--- config.mk ---
export PLATFORM = sky130hd
export DESIGN_NAME = ftdi_sched_flat
export DESIGN_NICKNAME = d
export VERILOG_FILES = /design/src/rtl/ftdi_pkg.sv /design/src/rtl/ftdi_sched_if.sv /design/src/rtl/pkt_arb.sv /design/src/rtl/ftdi_sched.sv /design/src/flat_wrapper.sv
export SDC_FILE = /design/constraint.sdc
export NUM_CORES = 1
export LEC_CHECK = 0
export ABC_AREA = 1
export ABC_CLOCK_PERIOD_IN_PS = 4900
export CELL_PAD_IN_SITES_DETAIL_PLACEMENT = 1
export CELL_PAD_IN_SITES_GLOBAL_PLACEMENT = 1
export CORE_MARGIN = 2
export CORE_UTILIZATION = 37
export CTS_CLUSTER_SIZE = 25
export DETAILED_ROUTE_END_ITERATION = 6
export HOLD_SLACK_MARGIN = 0.06
export PLACE_DENSITY_LB_ADDON = 0.08
export SLEW_MARGIN = 20
export SYNTH_ARGS = -nofsm -noshare
export SYNTH_HDL_FRONTEND = slang
export SYNTH_SLANG_ARGS = --single-unit
--- constraint.sdc ---
create_clock -name clock -period 4.9 [get_ports clock]
set_clock_uncertainty 0.2 [all_clocks]
set_input_delay 0.735 -clock clock [delete_from_list [all_inputs] [get_ports clock]]
set_output_delay 0.735 -clock clock [all_outputs]
set_load 0.05 [all_outputs]
--- src/rtl/ftdi_pkg.sv ---
// ftdi_pkg: shared types and parameter defaults for the FTDI scheduler.
//   dir_state_t : FTDI direction FSM states (idle / read / write)
//   arb_state_t : write-queue packet arbiter states (idle / source 0 / source 1)
package ftdi_pkg;

  localparam int unsigned SLICE_DEF   = 64;   // max consecutive cycles per direction
  localparam int unsigned PKT_MAX_DEF = 256;  // max bytes per packet before forced release

  typedef enum logic [1:0] {
    DIR_IDLE = 2'd0,
    DIR_RD   = 2'd1,
    DIR_WR   = 2'd2
  } dir_state_t;

  typedef enum logic [1:0] {
    ARB_IDLE = 2'd0,
    ARB_S0   = 2'd1,
    ARB_S1   = 2'd2
  } arb_state_t;

endpackage

--- src/rtl/ftdi_sched_if.sv ---
// ftdi_sched_if: byte-stream sources and write-queue push bundle.
//   s0_* : source 0 (laser RX) valid/data/last in, ready out
//   s1_* : source 1 (status/ack) valid/data/last in, ready out
//   wrreq/data_wr : push into the FTDI_Interface write queue
// master = source/queue side, slave = scheduler side.
interface ftdi_sched_if;

  logic       s0_valid;
  logic [7:0] s0_data;
  logic       s0_last;
  logic       s0_ready;

  logic       s1_valid;
  logic [7:0] s1_data;
  logic       s1_last;
  logic       s1_ready;

  logic       wrreq;
  logic [7:0] data_wr;

  modport master (
    output s0_valid, s0_data, s0_last,
    input  s0_ready,
    output s1_valid, s1_data, s1_last,
    input  s1_ready,
    input  wrreq, data_wr
  );

  modport slave (
    input  s0_valid, s0_data, s0_last,
    output s0_ready,
    input  s1_valid, s1_data, s1_last,
    output s1_ready,
    output wrreq, data_wr
  );

endinterface

--- src/rtl/pkt_arb.sv ---
// pkt_arb: round-robin packet arbiter for the FTDI write queue.
//   clock, reset_n (async active-low), clear (sync return to idle)
//   wrq_full  : write queue full, stalls the granted source
//   s0_*/s1_* : source byte streams (valid/data/last in, ready out)
//   wrreq/data_wr : write-queue push, combinational from the granted source
//   grant     : one-hot owner (00 = none)
//   force_rel : one-cycle pulse when a packet is cut at PKT_MAX bytes
module pkt_arb
  import ftdi_pkg::*;
#(
  parameter int unsigned PKT_MAX = PKT_MAX_DEF
) (
  input  logic       clock,
  input  logic       reset_n,
  input  logic       clear,
  input  logic       wrq_full,
  input  logic       s0_valid,
  input  logic [7:0] s0_data,
  input  logic       s0_last,
  output logic       s0_ready,
  input  logic       s1_valid,
  input  logic [7:0] s1_data,
  input  logic       s1_last,
  output logic       s1_ready,
  output logic       wrreq,
  output logic [7:0] data_wr,
  output logic [1:0] grant,
  output logic       force_rel
);

  // Count of the PKT_MAX-th byte; PKT_MAX-1 always fits 10 bits.
  localparam logic [9:0] CNT_LAST = 10'(PKT_MAX - 1);

  arb_state_t st_q, st_d;
  logic       rr_q, rr_d;
  logic [9:0] cnt_q, cnt_d;

  logic       cur_valid;
  logic [7:0] cur_data;
  logic       cur_last;
  logic       accept;

  always_comb begin
    st_d      = st_q;
    rr_d      = rr_q;
    cnt_d     = cnt_q;
    s0_ready  = 1'b0;
    s1_ready  = 1'b0;
    cur_valid = 1'b0;
    cur_data  = '0;
    cur_last  = 1'b0;
    accept    = 1'b0;
    force_rel = 1'b0;

    case (st_q)
      ARB_IDLE: begin
        if (!rr_q) begin
          if (s0_valid)      st_d = ARB_S0;
          else if (s1_valid) st_d = ARB_S1;
        end else begin
          if (s1_valid)      st_d = ARB_S1;
          else if (s0_valid) st_d = ARB_S0;
        end
      end
      ARB_S0: begin
        s0_ready  = !wrq_full;
        cur_valid = s0_valid;
        cur_data  = s0_data;
        cur_last  = s0_last;
      end
      ARB_S1: begin
        s1_ready  = !wrq_full;
        cur_valid = s1_valid;
        cur_data  = s1_data;
        cur_last  = s1_last;
      end
      default: st_d = ARB_IDLE;
    endcase

    // Shared acceptance path for whichever source owns the queue.
    if (st_q == ARB_S0 || st_q == ARB_S1) begin
      accept = cur_valid && !wrq_full;
      if (accept) begin
        if (cur_last || cnt_q == CNT_LAST) begin
          st_d      = ARB_IDLE;
          rr_d      = (st_q == ARB_S0);
          cnt_d     = '0;
          force_rel = !cur_last;
        end else begin
          cnt_d = cnt_q + 10'd1;
        end
      end
    end

    if (clear) begin
      st_d      = ARB_IDLE;
      rr_d      = 1'b0;
      cnt_d     = '0;
      force_rel = 1'b0;
    end
  end

  assign wrreq   = accept;
  assign data_wr = cur_data;
  assign grant   = {st_q == ARB_S1, st_q == ARB_S0};

  always_ff @(posedge clock or negedge reset_n) begin
    if (!reset_n) begin
      st_q  <= ARB_IDLE;
      rr_q  <= 1'b0;
      cnt_q <= '0;
    end else begin
      st_q  <= st_d;
      rr_q  <= rr_d;
      cnt_q <= cnt_d;
    end
  end

endmodule

--- src/rtl/ftdi_sched.sv ---
// ftdi_sched: FTDI direction scheduler plus write-queue packet arbiter.
//   clock, reset_n (async active-low), clear (sync return to idle)
//   rxf, txe       : FTDI status, active-low (data available / space available)
//   rdq_full, wrq_full, wrq_empty : FTDI_Interface queue flags
//   rd_en, wr_en   : direction enables, mutually exclusive
//   grant          : one-hot write-queue owner (00 = none)
//   err_len        : sticky, set when a packet is cut at PKT_MAX bytes
//   src            : source streams and write-queue push (slave modport)
module ftdi_sched
  import ftdi_pkg::*;
#(
  parameter int unsigned SLICE   = SLICE_DEF,
  parameter int unsigned PKT_MAX = PKT_MAX_DEF
) (
  input  logic         clock,
  input  logic         reset_n,
  input  logic         clear,
  input  logic         rxf,
  input  logic         txe,
  input  logic         rdq_full,
  input  logic         wrq_full,
  input  logic         wrq_empty,
  output logic         rd_en,
  output logic         wr_en,
  output logic [1:0]   grant,
  output logic         err_len,
  ftdi_sched_if.slave  src
);

  localparam logic [9:0] SLICE_LD = 10'(SLICE - 1);

  dir_state_t dir_q, dir_d;
  logic [9:0] slice_q, slice_d;
  logic       err_len_q, err_len_d;

  logic rd_pend;
  logic wr_pend;
  logic force_rel;

  assign rd_pend = !rxf && !rdq_full;
  assign wr_pend = !txe && !wrq_empty;

  always_comb begin
    dir_d   = dir_q;
    slice_d = slice_q;

    case (dir_q)
      DIR_IDLE: begin
        if (rd_pend) begin
          dir_d   = DIR_RD;
          slice_d = SLICE_LD;
        end else if (wr_pend) begin
          dir_d   = DIR_WR;
          slice_d = SLICE_LD;
        end
      end
      DIR_RD: begin
        if (!rd_pend || slice_q == '0) begin
          if (wr_pend) begin
            dir_d   = DIR_WR;
            slice_d = SLICE_LD;
          end else if (rd_pend) begin
            slice_d = SLICE_LD;
          end else begin
            dir_d   = DIR_IDLE;
            slice_d = '0;
          end
        end else begin
          slice_d = slice_q - 10'd1;
        end
      end
      DIR_WR: begin
        if (!wr_pend || slice_q == '0) begin
          if (rd_pend) begin
            dir_d   = DIR_RD;
            slice_d = SLICE_LD;
          end else if (wr_pend) begin
            slice_d = SLICE_LD;
          end else begin
            dir_d   = DIR_IDLE;
            slice_d = '0;
          end
        end else begin
          slice_d = slice_q - 10'd1;
        end
      end
      default: begin
        dir_d   = DIR_IDLE;
        slice_d = '0;
      end
    endcase

    err_len_d = err_len_q | force_rel;

    if (clear) begin
      dir_d     = DIR_IDLE;
      slice_d   = '0;
      err_len_d = 1'b0;
    end
  end

  always_ff @(posedge clock or negedge reset_n) begin
    if (!reset_n) begin
      dir_q     <= DIR_IDLE;
      slice_q   <= '0;
      err_len_q <= 1'b0;
    end else begin
      dir_q     <= dir_d;
      slice_q   <= slice_d;
      err_len_q <= err_len_d;
    end
  end

  assign rd_en   = (dir_q == DIR_RD);
  assign wr_en   = (dir_q == DIR_WR);
  assign err_len = err_len_q;

  pkt_arb #(
    .PKT_MAX (PKT_MAX)
  ) u_pkt_arb (
    .clock     (clock),
    .reset_n   (reset_n),
    .clear     (clear),
    .wrq_full  (wrq_full),
    .s0_valid  (src.s0_valid),
    .s0_data   (src.s0_data),
    .s0_last   (src.s0_last),
    .s0_ready  (src.s0_ready),
    .s1_valid  (src.s1_valid),
    .s1_data   (src.s1_data),
    .s1_last   (src.s1_last),
    .s1_ready  (src.s1_ready),
    .wrreq     (src.wrreq),
    .data_wr   (src.data_wr),
    .grant     (grant),
    .force_rel (force_rel)
  );

endmodule
--- src/flat_wrapper.sv ---
// flat-port wrapper written by rule: the top's interface ports become plain ports
module ftdi_sched_flat import ftdi_pkg::*;
#(
  parameter int unsigned SLICE   = SLICE_DEF,
  parameter int unsigned PKT_MAX = PKT_MAX_DEF
)
  (clock, reset_n, clear, rxf, txe, rdq_full, wrq_full, wrq_empty, rd_en, wr_en, grant, err_len, src_s0_valid, src_s0_data, src_s0_last, src_s0_ready, src_s1_valid, src_s1_data, src_s1_last, src_s1_ready, src_wrreq, src_data_wr);
  ftdi_sched_if src_i ();
  input  logic clock;
  input  logic reset_n;
  input  logic clear;
  input  logic rxf;
  input  logic txe;
  input  logic rdq_full;
  input  logic wrq_full;
  input  logic wrq_empty;
  output logic rd_en;
  output logic wr_en;
  output logic [1:0] grant;
  output logic err_len;
  input wire logic [$bits(src_i.s0_valid)-1:0] src_s0_valid;
  input wire logic [$bits(src_i.s0_data)-1:0] src_s0_data;
  input wire logic [$bits(src_i.s0_last)-1:0] src_s0_last;
  output wire logic [$bits(src_i.s0_ready)-1:0] src_s0_ready;
  input wire logic [$bits(src_i.s1_valid)-1:0] src_s1_valid;
  input wire logic [$bits(src_i.s1_data)-1:0] src_s1_data;
  input wire logic [$bits(src_i.s1_last)-1:0] src_s1_last;
  output wire logic [$bits(src_i.s1_ready)-1:0] src_s1_ready;
  output wire logic [$bits(src_i.wrreq)-1:0] src_wrreq;
  output wire logic [$bits(src_i.data_wr)-1:0] src_data_wr;
  assign src_i.s0_valid = src_s0_valid;
  assign src_i.s0_data = src_s0_data;
  assign src_i.s0_last = src_s0_last;
  assign src_s0_ready = src_i.s0_ready;
  assign src_i.s1_valid = src_s1_valid;
  assign src_i.s1_data = src_s1_data;
  assign src_i.s1_last = src_s1_last;
  assign src_s1_ready = src_i.s1_ready;
  assign src_wrreq = src_i.wrreq;
  assign src_data_wr = src_i.data_wr;
  ftdi_sched #(.SLICE(SLICE), .PKT_MAX(PKT_MAX)) u_core (.clock(clock), .reset_n(reset_n), .clear(clear), .rxf(rxf), .txe(txe), .rdq_full(rdq_full), .wrq_full(wrq_full), .wrq_empty(wrq_empty), .rd_en(rd_en), .wr_en(wr_en), .grant(grant), .err_len(err_len), .src(src_i));
endmodule
==> results.py <==
metrics = {
    "drt": {
        "drc": 0,
        "drt-vias-per-instance": 5.03,
        "vias": 1865,
        "dr.pass1.iters": 4,
        "routed_wirelength_um": 4950,
        "routedWlPerCell_um": 13.3,
        "antenna_left": 0,
        "drt_iter0_drc": 64,
    },
    "worst_setup_path": {
        "path_class": "reg -> out",
        "worst_path_largest_cell_delay_ps": 810,
        "worst_ep_arrival_time_ps": 2680,
        "path_cells": "inv_1, ha_1, inv_1, o21ai_1, nand3b_1, inv_1, clkdlybuf4s50_1",
        "start_kind": "flop",
        "critPathSlowestCell": "clkdlybuf4s50_1",
        "cp_max_fo": 12,
        "cpMostUsedCell": "inv_1",
        "crit_family": "buffers and inverters",
        "cp.required_ps": 3960,
        "path_buf_inv": 4,
        "cp-end-kind": "output pin",
    },
    "placed_design": {
        "hpwl_um": 3880,
        "pre_cts_ws_ps": 1450,
        "io_buffers": 43,
        "place_area_sq_um": 2270,
        "place.gp.congestion": 0.764,
    },
    "finish": {
        "diodes": 0,
        "layout-drive-gt1-share_pct": 6.94,
        "fin_util_pct": 49.5,
        "fin_nets": 351,
        "syn_to_final_growth_pct": 29.7,
        "final_area_sq_um": 2320,
    },
    "cts": {
        "cts-resized-gates": 0,
        "post_cts_buffers": 0,
        "ctsHoldBuffers": 0,
        "clk-insertion-delay-late_ps": 270,
        "cts.clk_slew.worst_paths_ps": 90,
        "clockRootBuffer": "clkbuf_8",
        "cts.sinks": 26,
        "cts_buffers": 3,
        "cts_tree": "built",
        "cts_buffer_depth": 2,
        "htreeDepth": 1,
    },
    "logic_synthesis": {
        "synth_area_sq_um": 1790,
        "syn_area_per_cell_sq_um": 6.56,
        "yosysSeqAreaShare_pct": 36.3,
        "postSynthCellCount": 273,
        "synth-seq-cells": 26,
        "syn-num-nets": 306,
        "ys.warnings.count": 0,
        "synth.distinct_cells": 27,
    },
    "floorplan": {
        "start_util_pct": 38.2,
        "ios": 44,
        "coreArea_sq_um": 4690,
        "die_width_um": 73.6,
        "die_area_sq_um": 5410,
        "core.rowCount": 25,
        "die_y_um": 73.6,
    },
    "power_and_ir_drop": {
        "p_leak_nw": 1.08,
        "vdd_drop_max_mv": 0.122,
        "power.density_nw_per_um2": 402,
    },
    "grt": {
        "antenna_found_initial": 0,
        "overflow": 0,
        "grt_max_degree": 27,
        "grt_pass1_vias": 1889,
        "grt_usage_pct": 19.7,
        "grt_pass1_wl_um": 8480,
    },
    "sta": {
        "drv_slew": 0,
        "min_period_ps": 3610,
        "slew_headroom_pct": 66.0,
        "rsz0062_at_grt": "no",
        "whs_ps": 320,
        "worstMarginPinSlew_ps": 508,
        "hold_viol_final": 0,
        "final-setup-viol-count": 0,
        "fin_tns_setup_ps": 0,
        "final.setup.worst_slack_ps": 1290,
        "max_freq_mhz": 277,
        "fin_crit_sh_pct": 73.7,
    },
    "outcome": {
        "outcome": "complete, no violations",
    },
    "hold_path": {
        "hold_path_class": "reg -> reg",
    },
    "job": {
        "maxCapViolations": 0,
    },
}
## metrics by stage
stage | instances | power, W
detailed placement | 367 | 0.000801
global placement | 367 | 0.000791
CTS | 371 | 0.000947
finish | 371 | 0.000934
floorplan | 273 | 0.000636
global route | 371 | 0.00100
## worst min-delay path, cell delays in order, from the launching register on
cell and delay, ps:
dfrtp_1 370, nand2_1 60, o21ai_1 60
## state kept, by name (all words and copies together) (netlist names)
signal / flops
u_core.dir_q: 2
u_core.u_pkt_arb.cnt_q: 10
u_core.u_pkt_arb.rr_q: 1
u_core.u_pkt_arb.st_q: 2
u_core.err_len: 1
u_core.slice_q: 10
## path summary, 6_finish.rpt
kind                                               start                         to  slack (ps)  cells past startpoint
worst max-delay path            u_core.u_pkt_arb.st_q[1]                  src_wrreq        1290                      7
worst min-delay path               u_core.u_pkt_arb.rr_q      u_core.u_pkt_arb.rr_q         320                      2
worst max register to register  u_core.u_pkt_arb.st_q[1]  u_core.u_pkt_arb.cnt_q[6]        2310                      9
worst min register to register     u_core.u_pkt_arb.rr_q      u_core.u_pkt_arb.rr_q         320                      2
max in group asynchronous                        reset_n  u_core.u_pkt_arb.cnt_q[0]        3600                      2
min in group asynchronous                        reset_n          u_core.slice_q[4]         630                      2
## cell families after synthesis
family | count (synthesis) | share of synthesized area, %
xor+xnor | 3 | 1.47
buf+inv | 37 | 8.53
simple gates | 166 | 39.6
compound gates | 36 | 10.6
flops | 26 | 36.3
fa+ha+maj | 5 | 3.49
## where the power goes
| part | switching, W | internal [W] |
|---|---|---|
| registers | 0.0000242 | 0.000241 |
| clock network | 0.0000697 | 0.0000719 |
| logic | 0.000359 | 0.000168 |
## layer usage
| layer | GRT usage, % | wire (um) | vias up |
|---|---|---|---|
| met3 | 3.57 | 251 | 2 |
| li1 | - | - | 945 |
| met4 | 3.64 | 23 | 0 |
| met2 | 33.5 | 2250 | 39 |
| met5 | 0 | 0 | - |
| met1 | 26.4 | 2430 | 879 |
## final cells by class
cell class	count	area (sq um)
clock buffer	4	55.1
fill	640	2370
inverter	33	124
multi-input combinational	210	987
sequential	26	651
tap	54	67.6
timing repair buffer	44	438
## synth_stat cells (all sizes together)
library cell / number / area (sq um)
buf: 4 / 28.8
or2: 1 / 6.26
nand3: 18 / 105
a21oi: 16 / 80.1
ha: 5 / 62.6
nor3: 2 / 15.0
xor2: 2 / 17.5
dfrtp: 26 / 651
nor2: 47 / 189
nand3b: 2 / 18.8
nand2: 91 / 344
nand4: 5 / 31.3
inv: 33 / 124
a31oi: 1 / 6.26
xnor2: 1 / 8.76
o21ai: 19 / 103
## cell usage in the layout (no fill, tap or decap), drive strengths merged
cell type,n
nand2,91
nor2,47
clkdlybuf4s50,43
inv,33
dfrtp,26
o21ai,19
nand3,18
a21oi,16
nand4,5
ha,5
clkbuf,4
xor2,2
nand3b,2
nor3,2
or2,1
a31oi,1
xnor2,1
buf,1
No activity file was read; power rests on OpenSTA's default activity.
